<file path="config.mk">
export PLATFORM = sky130hd
export DESIGN_NAME = ddr_weight_fetch
export DESIGN_NICKNAME = d
export VERILOG_FILES = /design/src/rtl/ddr_weight_fetch_pkg.sv /design/src/rtl/ddr_burst_len_calc.sv /design/src/rtl/ddr_weight_fetch.sv
export SDC_FILE = /design/constraint.sdc
export NUM_CORES = 1
export LEC_CHECK = 0
export ABC_AREA = 0
export CORE_AREA = 3 3 231 233
export CTS_CLUSTER_DIAMETER = 150
export DETAILED_ROUTE_END_ITERATION = 12
export DIE_AREA = 0 0 234 236
export DONT_BUFFER_PORTS = 1
export PLACE_DENSITY_LB_ADDON = 0.3
export SYNTH_ARGS = -nofsm -noshare
export SYNTH_HDL_FRONTEND = slang
export SYNTH_HIERARCHICAL = 1
export SYNTH_SLANG_ARGS = --single-unit
</file>
<file path="constraint.sdc">
create_clock -name sys_clk -period 6 [get_ports sys_clk]
set_input_delay 0.6 -clock sys_clk [delete_from_list [all_inputs] [get_ports sys_clk]]
set_output_delay 0.6 -clock sys_clk [all_outputs]
set_load 0.02 [all_outputs]
</file>
<file path="src/rtl/ddr_weight_fetch_pkg.sv">
// Shared constants and FSM encoding for the DDR weight fetch read master.
package ddr_weight_fetch_pkg;
    localparam int BEATS_PER_TILE = 81;
    localparam int BYTES_PER_BEAT = 32;
    localparam int BEAT_SHIFT     = 5;
    localparam int BOUNDARY_4K    = 4096;
    localparam int BEATS_PER_4K   = BOUNDARY_4K / BYTES_PER_BEAT;
    localparam int LEN_W          = 9;

    localparam logic [1:0] S_IDLE = 2'd0;
    localparam logic [1:0] S_ADDR = 2'd1;
    localparam logic [1:0] S_DATA = 2'd2;
    localparam logic [1:0] S_DONE = 2'd3;

    typedef enum logic [1:0] {
        IDLE = S_IDLE,
        ADDR = S_ADDR,
        DATA = S_DATA,
        DONE = S_DONE
    } state_e;
endpackage

</file>
<file path="src/rtl/ddr_burst_len_calc.sv">
// Burst length = min(BURST_LEN, remaining beats, beats left before the next 4 KB boundary).
module ddr_burst_len_calc
    import ddr_weight_fetch_pkg::*;
#(
    parameter int REM_W     = 15,
    parameter int BURST_LEN = 16
) (
    input  logic [REM_W-1:0] remaining_i,
    input  logic [11:0]      addr_lo_i,
    output logic [LEN_W-1:0] len_o
);
    logic [LEN_W-1:0] to_bnd;
    logic [LEN_W-1:0] rem_c;

    always_comb begin
        to_bnd = LEN_W'(BEATS_PER_4K) - LEN_W'(addr_lo_i[11:BEAT_SHIFT]);
        rem_c  = (remaining_i > REM_W'(BURST_LEN)) ? LEN_W'(BURST_LEN) : LEN_W'(remaining_i);
        len_o  = (to_bnd < rem_c) ? to_bnd : rem_c;
    end
endmodule

</file>
<file path="src/rtl/ddr_weight_fetch.sv">
// DDR read master: splits a tile fetch into single-outstanding read bursts and
// forwards every returned beat to the memory top with one cycle of latency.
module ddr_weight_fetch
    import ddr_weight_fetch_pkg::*;
#(
    parameter int DDR_RD_WIDTH   = 256,
    parameter int ADDR_WIDTH     = 32,
    parameter int TILE_CNT_WIDTH = 8,
    parameter int BURST_LEN      = 16
) (
    input  logic                      sys_clk,
    input  logic                      rstn,
    input  logic                      start,
    input  logic [ADDR_WIDTH-1:0]     base_addr,
    input  logic [TILE_CNT_WIDTH-1:0] tile_num,
    output logic                      busy,
    output logic                      done,
    output logic                      err,
    output logic [ADDR_WIDTH-1:0]     ddr_araddr,
    output logic [7:0]                ddr_arlen,
    output logic                      ddr_arvalid,
    input  logic                      ddr_arready,
    input  logic [DDR_RD_WIDTH-1:0]   ddr_rdata,
    input  logic                      ddr_rvalid,
    input  logic                      ddr_rlast,
    output logic                      ddr_rready,
    output logic [DDR_RD_WIDTH-1:0]   DDR_data_out,
    output logic                      DDR_valid_out
);
    localparam int TOT_W = TILE_CNT_WIDTH + 7;

    state_e                    state_q;
    logic [TOT_W-1:0]          rem_q, rem_d, total, calc_rem;
    logic [ADDR_WIDTH-1:0]     addr_q, addr_d, araddr_q;
    logic [11:0]               calc_lo;
    logic [LEN_W-1:0]          len, len_q, cnt_q;
    logic [7:0]                arlen_q;
    logic                      busy_q, done_q, err_q, arvalid_q, rready_q, valid_q;
    logic [DDR_RD_WIDTH-1:0]   data_q;

    assign total = TOT_W'(tile_num) * TOT_W'(BEATS_PER_TILE);

    // In IDLE the calculator looks at the incoming command so the first burst
    // is ready on the accept edge; afterwards it tracks the running pointer.
    assign calc_lo  = (state_q == IDLE) ? base_addr[11:0] : addr_q[11:0];
    assign calc_rem = (state_q == IDLE) ? total : rem_q;
    assign addr_d   = addr_q + (ADDR_WIDTH'(len_q) << BEAT_SHIFT);
    assign rem_d    = rem_q - TOT_W'(len_q);

    ddr_burst_len_calc #(
        .REM_W     (TOT_W),
        .BURST_LEN (BURST_LEN)
    ) u_len (
        .remaining_i (calc_rem),
        .addr_lo_i   (calc_lo),
        .len_o       (len)
    );

    always_ff @(posedge sys_clk or negedge rstn) begin
        if (!rstn) begin
            state_q   <= IDLE;
            rem_q     <= '0;
            addr_q    <= '0;
            len_q     <= '0;
            cnt_q     <= '0;
            araddr_q  <= '0;
            arlen_q   <= '0;
            busy_q    <= 1'b0;
            done_q    <= 1'b0;
            err_q     <= 1'b0;
            arvalid_q <= 1'b0;
            rready_q  <= 1'b0;
            valid_q   <= 1'b0;
            data_q    <= '0;
        end else begin
            valid_q <= ddr_rvalid && rready_q;
            if (ddr_rvalid && rready_q)
                data_q <= ddr_rdata;

            case (state_q)
                IDLE: begin
                    done_q <= 1'b0;
                    busy_q <= 1'b0;
                    if (start) begin
                        busy_q <= 1'b1;
                        err_q  <= 1'b0;
                        addr_q <= base_addr;
                        rem_q  <= total;
                        if (total == '0) begin
                            state_q <= DONE;
                        end else begin
                            state_q   <= ADDR;
                            arvalid_q <= 1'b1;
                            araddr_q  <= base_addr;
                            arlen_q   <= 8'(len - LEN_W'(1));
                            len_q     <= len;
                        end
                    end
                end
                ADDR: begin
                    if (ddr_arready) begin
                        arvalid_q <= 1'b0;
                        rready_q  <= 1'b1;
                        cnt_q     <= '0;
                        addr_q    <= addr_d;
                        rem_q     <= rem_d;
                        state_q   <= DATA;
                    end
                end
                DATA: begin
                    if (ddr_rvalid) begin
                        // Counter saturates at len; an overrun beat flags err and we keep waiting for rlast.
                        if (cnt_q != len_q)
                            cnt_q <= cnt_q + LEN_W'(1);
                        else if (!ddr_rlast)
                            err_q <= 1'b1;
                        if (ddr_rlast) begin
                            if ((cnt_q + LEN_W'(1)) != len_q)
                                err_q <= 1'b1;
                            rready_q <= 1'b0;
                            if (rem_q != '0) begin
                                state_q   <= ADDR;
                                arvalid_q <= 1'b1;
                                araddr_q  <= addr_q;
                                arlen_q   <= 8'(len - LEN_W'(1));
                                len_q     <= len;
                            end else begin
                                state_q <= DONE;
                            end
                        end
                    end
                end
                DONE: begin
                    done_q  <= 1'b1;
                    state_q <= IDLE;
                end
                default: state_q <= IDLE;
            endcase
        end
    end

    assign busy          = busy_q;
    assign done          = done_q;
    assign err           = err_q;
    assign ddr_araddr    = araddr_q;
    assign ddr_arlen     = arlen_q;
    assign ddr_arvalid   = arvalid_q;
    assign ddr_rready    = rready_q;
    assign DDR_data_out  = data_q;
    assign DDR_valid_out = valid_q;
endmodule

</file>
==> flow_summary.json <==
{
  "status": "complete, but fails checks",
  "violations": "hold timing, slew limit",
  "synth_warnings": 6,
  "reg2reg_to": "ddr_arlen[5]",
  "period_needed_ns": 5.549,
  "die_y_um": 236,
  "syn_to_final_growth_pct": 13.26,
  "min_path_type": "in2async",
  "ios": 604,
  "ir_worst_vdd_uv": 267.3,
  "pre_cts_slack_ns": -0.1854,
  "layout-drive-gt1-share_pct": 32.68,
  "hpwl_um": 52470,
  "grt_busiest_layer": "met2",
  "ant_nets": 0,
  "via_per_inst": 5.472,
  "post-route-period-util_pct": 92.49,
  "gr-total-overflow": 0,
  "finalNonFillerCells": 2126,
  "pwr-share-clk_pct": 24.9,
  "fin_worst_skew_ns": 0.02559,
  "finalMaxSlewViolations": 189,
  "numCtsBuffers": 42,
  "cts_tree": "yes",
  "maxCapViolCount": 0,
  "grt_pass1_wl_um": 92430,
  "syn_area_per_cell_sq_um": 12.69,
  "setup_viol": 0,
  "hold_viol": 125,
  "clk_path_buf_depth": 3,
  "crit_fanout": 5,
  "synth_area_sq_um": 17590,
  "hold_ws_ns": -0.2315,
  "leakage_nw": 8.433,
  "detail_route.wl_per_cell_um": 31.49,
  "first_global_vias": 11610,
  "arrival_ns": 5.99,
  "core_sq_um": 51410,
  "htree_levels": 2,
  "tightest_slew_ns": 2.009,
  "fin_ws_ns": 0.4508,
  "p_switching_mw": 4.408,
  "grtUsageMet2_pct": 35.42,
  "grt_antenna_before_repair": 61,
  "grt_start_max_net_pins": 370,
  "rows": 83,
  "drc": 0,
  "vias": 11630,
  "relSlewSlack_pct": -33.92,
  "port-buffer-count": 0,
  "p_per_area_nw_per_um2": 551.1,
  "fp.dieW_um": 234,
  "drtPass1Iterations": 5,
  "r2r-start": "state_q[0]",
  "met1_usage_pct": 31.50,
  "use_met3_pct": 10.75,
  "r2r_slack_ns": 1.00,
  "cp-end-kind": "register",
  "gp_congestion": 1.023,
  "worst_setup_path_start_kind": "primary input",
  "clock_sinks": 369,
  "p_seq_share_pct": 41.1,
  "finalNetCount": 1761,
  "clkTransAtPathRegs_ns": 0.06,
  "start_util_pct": 34.22,
  "dieArea_sq_um": 55220,
  "placed_cells": 2026,
  "drtIter0Drc": 906,
  "grt_use_total_pct": 23.63,
  "required_ns": 6.44,
  "swShare_pct": 40.15,
  "r2r_cells": 16,
  "grt_setup_unrepaired": "no",
  "clkLatencyLatePin_ns": 0.57,
  "power_mw": 10.98,
  "root_buffer": "clkbuf_16",
  "pwr-share-comb_pct": 34.0,
  "drt-total-wl_um": 66960,
  "path_class": "in2reg",
  "max_freq_mhz": 180.2,
  "synthCells": 1386,
  "p_int_mw": 6.571
}
flip-flops by register name, summed over array words and instances, names as in the netlist, 2 cells and up:
name          flops
rem_q            15
state_q           2
cnt_q             9
DDR_data_out    256
len_q             9
ddr_arlen         8
addr_q           32
ddr_araddr       32
cells in the final DEF (no fill, tap or decap), types with 5 or more instances in the layout:
cell type and count:
nor2_1 50, o21bai_1 6, diode_2 26, buf_4 26, nor3_1 12, inv_1 34
and3_1 9, o211ai_1 6, nand4_1 7, o31ai_1 6, mux2_4 9, nand3b_1 5
a21oi_1 48, a22oi_1 5, o21a_1 7, nor2b_1 9, dfrtp_1 369, mux2i_1 29
clkbuf_8 7, nand3_1 16, o22ai_1 17, ha_1 63, nand2_1 80, clkbuf_16 42
mux2_2 345, clkbuf_1 5, a31oi_1 5, a211oi_1 12, and2_1 5, bufinv_16 6
xor2_1 26, xnor2_1 19, nor4_1 5, nand2b_1 5, or3_1 5, o21ai_0 42
critical path, stage by stage:
cell,delay [ns]
ha_1,0.30
xor2_1,0.15
ha_1,0.29
ha_1,0.30
ha_1,0.32
a21o_1,0.18
a221oi_1,0.33
o21bai_1,0.12
xnor2_1,0.24
mux2i_1,0.16
nor4_4,0.33
nand3_1,0.18
inv_1,0.17
nand2_1,0.11
ha_1,0.30
a21oi_1,0.14
o21ai_0,0.17
a221oi_4,0.47
mux2_4,0.36
nand4b_1,0.22
buf_4,0.17
xnor2_1,0.11
mux2_2,0.26
timing repair:
action,4_1_cts,5_1_grt
buffers inserted,0,1
endpoints found under the setup margin,0,2
gates resized for setup,0,2
endpoints found under the hold margin,369,369
metal layers:
layer  vias to the layer above  wire [um]  part of all wire [%]
li1                       5030          -                     -
met3                        99       9294                    14
met4                        10       1041                   1.6
met5                         -         73                  0.11
met2                       511      30230                    45
met1                      5984      26320                    39
power by group through the flow:
| stage | Combinational [mW] | Sequential [mW] | Clock, mW |
|---|---|---|---|
| detailed placement | 3.72 | 4.55 | 0 |
| global placement | 3.66 | 4.56 | 0 |
| global route | 4.14 | 4.60 | 2.91 |
| floorplan | 2.93 | 4.11 | 0 |
| finish | 3.74 | 4.51 | 2.73 |
| CTS | 3.75 | 4.52 | 2.80 |
metrics by stage:
step	hold WS, ns	instance area, sq um	TNS, ns	util (%)
2_1_floorplan	0.3044	17600	0	-
3_3_place_gp	0.3237	18390	0	35.78
3_5_place_dp	0.3276	18390	-0.6883	35.78
4_1_cts	-0.2770	19840	0	38.60
5_1_grt	-0.2786	19880	0	38.67
6_report	-0.2315	19920	0	38.76
area by class of cell:
| class | count | area, sq um |
|---|---|---|
| fill | 4914 | 31480 |
| sequential | 369 | 9234 |
| multi-input combinational | 916 | 7976 |
| clock buffer | 54 | 1166 |
| tap | 680 | 850.8 |
| clock inverter | 19 | 285.3 |
| timing repair buffer | 27 | 215.2 |
| inverter | 35 | 131.4 |
| antenna | 26 | 65.06 |
worst max path at each step:
stage / depth (start not counted) / to / slack [ns] / startpoint
after floorplan: 23 / ddr_arlen[7] / 0.20 / tile_num[5]
after global routing: 26 / ddr_arlen[7] / 0.02 / tile_num[4]
after detailed placement: 24 / ddr_arlen[7] / -0.19 / tile_num[5]
after global placement: 23 / ddr_arlen[6] / 0.04 / tile_num[5]
final: 23 / ddr_arlen[5] / 0.45 / tile_num[5]
after CTS: 24 / ddr_arlen[7] / 0.40 / tile_num[5]
Note: power is estimated with default switching activity, not from simulation.
